==> src/rtl/bios_loader.sv <==
// rtl/bios_loader.sv - copies BIOS ROM words into instruction memory up to and including the hlt word.
// Each issued address is tracked through a two-stage valid/address tag matching the ROM's read register.
module bios_loader #(
    parameter int unsigned     BIOS_DEPTH = 64,
    parameter int unsigned     DATA_W     = 32,
    parameter int unsigned     ADDR_W     = 32,
    parameter int unsigned     IMEM_BASE  = 0,
    parameter logic [5:0]      HLT_OPCODE = 6'b011101
) (
    input  logic                        clk_auto,
    input  logic                        rst_n,
    input  logic                        start,
    output logic [ADDR_W-1:0]           biosAddr,
    input  logic [DATA_W-1:0]           biosIn,
    output logic                        imemWe,
    output logic [ADDR_W-1:0]           imemAddr,
    output logic [DATA_W-1:0]           imemData,
    output logic                        busy,
    output logic                        done,
    output logic                        error,
    output logic [$clog2(BIOS_DEPTH):0] wordCount
);
    localparam int unsigned CW = $clog2(BIOS_DEPTH) + 1;
    localparam logic [ADDR_W-1:0] LAST_ADDR = ADDR_W'(BIOS_DEPTH - 1);

    typedef enum logic [1:0] {S_IDLE, S_LOAD, S_DRAIN, S_DONE} state_t;

    state_t              state_q, state_d;
    logic [ADDR_W-1:0]   bios_addr_q, bios_addr_d;
    logic                v1_q, v1_d, v2_q, v2_d;
    logic [ADDR_W-1:0]   a1_q, a1_d, a2_q, a2_d;
    logic                we_q, we_d;
    logic                last_q, last_d;
    logic [ADDR_W-1:0]   waddr_q, waddr_d;
    logic [DATA_W-1:0]   wdata_q, wdata_d;
    logic [CW-1:0]       cnt_q, cnt_d;
    logic                busy_q, busy_d, done_q, done_d, err_q, err_d;
    logic                hlt_now, end_miss;

    // Termination is judged on the word currently on the write port.
    assign hlt_now  = we_q && (wdata_q[DATA_W-1 -: 6] == HLT_OPCODE);
    assign end_miss = we_q && last_q && !hlt_now;

    always_ff @(posedge clk_auto or negedge rst_n) begin
        if (!rst_n) begin
            state_q     <= S_IDLE;
            bios_addr_q <= '0;
            v1_q        <= 1'b0;
            a1_q        <= '0;
            v2_q        <= 1'b0;
            a2_q        <= '0;
            we_q        <= 1'b0;
            last_q      <= 1'b0;
            waddr_q     <= '0;
            wdata_q     <= '0;
            cnt_q       <= '0;
            busy_q      <= 1'b0;
            done_q      <= 1'b0;
            err_q       <= 1'b0;
        end else begin
            state_q     <= state_d;
            bios_addr_q <= bios_addr_d;
            v1_q        <= v1_d;
            a1_q        <= a1_d;
            v2_q        <= v2_d;
            a2_q        <= a2_d;
            we_q        <= we_d;
            last_q      <= last_d;
            waddr_q     <= waddr_d;
            wdata_q     <= wdata_d;
            cnt_q       <= cnt_d;
            busy_q      <= busy_d;
            done_q      <= done_d;
            err_q       <= err_d;
        end
    end

    always_comb begin
        state_d     = state_q;
        bios_addr_d = bios_addr_q;
        v1_d        = v1_q;
        a1_d        = a1_q;
        v2_d        = v2_q;
        a2_d        = a2_q;
        we_d        = 1'b0;
        last_d      = 1'b0;
        waddr_d     = waddr_q;
        wdata_d     = wdata_q;
        cnt_d       = cnt_q;
        busy_d      = busy_q;
        done_d      = done_q;
        err_d       = err_q;

        case (state_q)
            S_IDLE, S_DONE: begin
                if (start) begin
                    state_d     = S_LOAD;
                    bios_addr_d = '0;
                    v1_d        = 1'b1;
                    a1_d        = '0;
                    v2_d        = 1'b0;
                    a2_d        = '0;
                    cnt_d       = '0;
                    busy_d      = 1'b1;
                    done_d      = 1'b0;
                    err_d       = 1'b0;
                end
            end
            default: begin
                if (hlt_now || end_miss) begin
                    // Younger in-flight words are squashed by clearing both tags.
                    state_d = S_DONE;
                    v1_d    = 1'b0;
                    v2_d    = 1'b0;
                    busy_d  = 1'b0;
                    done_d  = 1'b1;
                    err_d   = end_miss;
                end else begin
                    we_d = v2_q;
                    if (v2_q) begin
                        waddr_d = ADDR_W'(IMEM_BASE) + a2_q;
                        wdata_d = biosIn;
                        last_d  = (a2_q == LAST_ADDR);
                        if (cnt_q != CW'(BIOS_DEPTH))
                            cnt_d = cnt_q + CW'(1);
                    end
                    v2_d = v1_q;
                    a2_d = a1_q;
                    if (state_q == S_LOAD && bios_addr_q != LAST_ADDR) begin
                        bios_addr_d = bios_addr_q + ADDR_W'(1);
                        v1_d        = 1'b1;
                        a1_d        = bios_addr_q + ADDR_W'(1);
                    end else begin
                        state_d = S_DRAIN;
                        v1_d    = 1'b0;
                    end
                end
            end
        endcase
    end

    assign biosAddr  = bios_addr_q;
    assign imemWe    = we_q;
    assign imemAddr  = waddr_q;
    assign imemData  = wdata_q;
    assign busy      = busy_q;
    assign done      = done_q;
    assign error     = err_q;
    assign wordCount = cnt_q;
endmodule

==> config.mk <==
export PLATFORM = sky130hd
export DESIGN_NAME = bios_loader
export DESIGN_NICKNAME = d
export VERILOG_FILES = /design/src/rtl/bios_loader.sv
export SDC_FILE = /design/constraint.sdc
export NUM_CORES = 1
export LEC_CHECK = 0
export ABC_AREA = 1
export CORE_UTILIZATION = 45
export DETAILED_ROUTE_END_ITERATION = 16
export DONT_BUFFER_PORTS = 1
export PLACE_DENSITY = 0.68
export SYNTH_ARGS = -nofsm -noshare
export SYNTH_HDL_FRONTEND = slang
export SYNTH_SLANG_ARGS = --single-unit
==> constraint.sdc <==
create_clock -name clk_auto -period 4.1 [get_ports clk_auto]
set_input_delay 0.615 -clock clk_auto [delete_from_list [all_inputs] [get_ports clk_auto]]
set_output_delay 0.615 -clock clk_auto [all_outputs]
set_load 0.03 [all_outputs]
==> impl_metrics.env <==
export IMPL_synth_top_area_share=0.542
export IMPL_ctsResizeCount=0
export IMPL_yosys_area_top_type="dfrtp_1"
export IMPL_die_area_sq_um=15300
export IMPL_grt_ovfl_total=0
export IMPL_place_inst=978
export IMPL_post_drt_wl_per_cell_um=15.4
export IMPL_rsz0062_at_grt="false"
export IMPL_core_area_sq_um=14500
export IMPL_yosys_warnings=0
export IMPL_max_clock_path_buffers=2
export IMPL_synthFlopType="dfrtp_1"
export IMPL_syn_instance_count=822
export IMPL_path_cells="ha_1 > inv_2 > nand2_4 > nor2_8 > inv_2 > buf_4 > nand2_1 > nand2_1"
export IMPL_diodes=0
export IMPL_ys_top_cells_by_area="dfrtp_1, nand2_1, inv_1"
export IMPL_drc=0
export IMPL_insertion_delay_ns=0.43
export IMPL_grt_pass1_vias=4744
export IMPL_antenna_found_initial=0
export IMPL_stdcell_count=1011
export IMPL_path_max_fanout=70
export IMPL_fin_crit_sh=0.755
export IMPL_numPortBuffers=0
export IMPL_tightest_slew_ns=0.976
export IMPL_gp_congestion=0.868
export IMPL_cts_sinks=144
export IMPL_clock_skew_ns=0.0105
export IMPL_nets=853
export IMPL_crit_required_ns=4.41
export IMPL_ant_nets=0
export IMPL_start_util=0.460
export IMPL_post_cts_setup_buffer_count=0
export IMPL_finalMaxSlewViolations=0
export IMPL_htreeDepth=4
export IMPL_drt_iter0_drc=330
export IMPL_cts_tree="done"
export IMPL_cpMaxStageDelayCell="inv_2"
export IMPL_cts_made_buffers=17
export IMPL_die_w_um=124
export IMPL_synth_seq_area_share=0.542
export IMPL_setup_tns_ns=0
export IMPL_drt_pass1_iter_count=6
export IMPL_dp_hpwl_um=10900
export IMPL_slew_headroom=0.348
export IMPL_cts_root_buf="clkbuf_16"
export IMPL_syn_nets=861
export IMPL_yosys_top_cells_count="nand2_1, dfrtp_1, inv_1"
export IMPL_ir_drop_mv=0.344
export IMPL_async_flop_share=1.00
export IMPL_path_class="flop to flop"
export IMPL_grt_max_degree=145
export IMPL_routed_wirelength_um=15600
export IMPL_critPathMaxStageDelay_ns=0.50
export IMPL_fmax_mhz=323
export IMPL_final_util=0.504
export IMPL_crit_path_start_kind="flop"
export IMPL_syn_area_sq_um=6650
export IMPL_clk_pin_slew_ns=0.06
export IMPL_p_leak_nw=3.59
export IMPL_dp_slack_ns=1.00
export IMPL_viasPerCell=5.16
export IMPL_hold_class="primary input to async pin"
export IMPL_grt_pass1_wl_um=24400
export IMPL_p_per_area_nw_per_um2=661
export IMPL_syn_avg_cell_area_sq_um=8.09
export IMPL_status="finished clean"
export IMPL_critPathArrivalTime_ns=3.41
export IMPL_setup_viol=0
export IMPL_synth_edf_count=0
export IMPL_maxCapViolations=0
export IMPL_layout_drive_gt1_share=0.0617
export IMPL_finalWorstSetupSlack_ns=1.00
export IMPL_hold_viol=0
export IMPL_hold_buffers=1
export IMPL_vias=5212
export IMPL_ys_ff_latch=144
export IMPL_num_io_pins=142
export IMPL_period_needed_ns=3.10
export IMPL_syn_to_final_growth_pct=9.70
export IMPL_endpoint_kind="flop"
export IMPL_synth_distinct_cells=31
export IMPL_row_count=44
export IMPL_die_h_um=124
export IMPL_grt_use_total=0.211
export IMPL_yosysMostFrequentCell="nand2_1"
-- state kept, by name, summed over array words and instances, names as in the netlist --
name / flops
wordCount: 7
imemData: 32
imemAddr: 32
busy: 1
a1_q: 32
error: 1
done: 1
v2_q: 1
a2_q: 32
state_q: 2
v1_q: 1
imemWe: 1
last_q: 1
-- layout by cell type, fill, tap and decap left out, types with 2 or more instances in the layout --
cell type,Yosys,routed
inv_1,76,76
o21ai_1,14,14
clkinv_2,0,3
ha_1,4,4
o21ai_0,45,45
nand2_4,2,2
clkinvlp_4,0,5
clkbuf_16,0,17
o22ai_1,18,18
nand3b_1,3,3
nand2_1,324,324
nor3_1,4,3
nor2_1,71,71
nand3_1,27,27
buf_4,8,3
clkinv_4,0,3
nor4_1,3,3
inv_2,6,6
nand4_1,20,20
nor3_2,1,2
dfrtp_1,144,144
xor2_1,20,20
clkbuf_8,0,2
-- where the power goes --
part	internal (mW)	leakage (nW)	switching (mW)
clock network	0.804	0.254	0.612
registers	1.65	1.94	0.577
logic	0.268	1.40	0.917
total	2.72	3.59	2.11
-- routing by layer --
metal,vias to the layer above,GRT usage,share of wire
met5,-,0,0
met4,0,0.0730,0.013
met3,16,0.0765,0.096
met2,189,0.313,0.43
met1,2442,0.285,0.46
li1,2565,-,-
-- stage by stage --
stage / power [mW] / cell area [sq um] / hold slack, ns
CTS: 4.87 / 7300 / 0.217
detailed placement: 3.42 / 6730 / 0.322
floorplan: 3.25 / 6650 / 0.319
global placement: 3.39 / 6730 / 0.322
global route: 5.12 / 7300 / 0.180
finish: 4.83 / 7300 / 0.158
-- final timing paths --
check | start | to | slack [ns] | cells past startpoint
setup / recovery | state_q[0] | imemData[13] | 1.00 | 8
hold / removal | rst_n | imemData[0] | 0.16 | 1
setup reg to reg | state_q[0] | imemData[13] | 1.00 | 8
hold reg to reg | state_q[1] | state_q[1] | 0.48 | 2
max in group asynchronous | rst_n | a1_q[19] | 3.39 | 1
min in group clk_auto | biosIn[29] | imemData[29] | 0.30 | 2
-- layout make-up --
| type | count | area (sq um) |
|---|---|---|
| inverter | 82 | 308 |
| sequential | 144 | 3600 |
| timing repair buffer | 4 | 50.0 |
| clock inverter | 12 | 87.6 |
| clock buffer | 20 | 457 |
| tap | 184 | 230 |
| multi-input combinational | 565 | 2560 |
| fill | 1430 | 7180 |
-- critical path, delay by kind of cell (launching register included) --
kind	cells	cell delay [ns]
buf+inv	3	1.29
flops	1	0.38
simple gates	4	0.85
fa+ha+maj	1	0.43
-- kinds of logic (layout without fill, tap and decap cells) --
group	count (synthesis)	in the layout	synth area share
AOI/OAI and AO/OA	80	80	0.0656
xor gates and xnor gates	20	20	0.0263
adders and majority gates	4	4	0.00752
buffers and inverters	113	118	0.0739
DFF	144	144	0.542
and+or+nand+nor	461	461	0.285
Note: power is estimated with default switching activity, not from simulation.
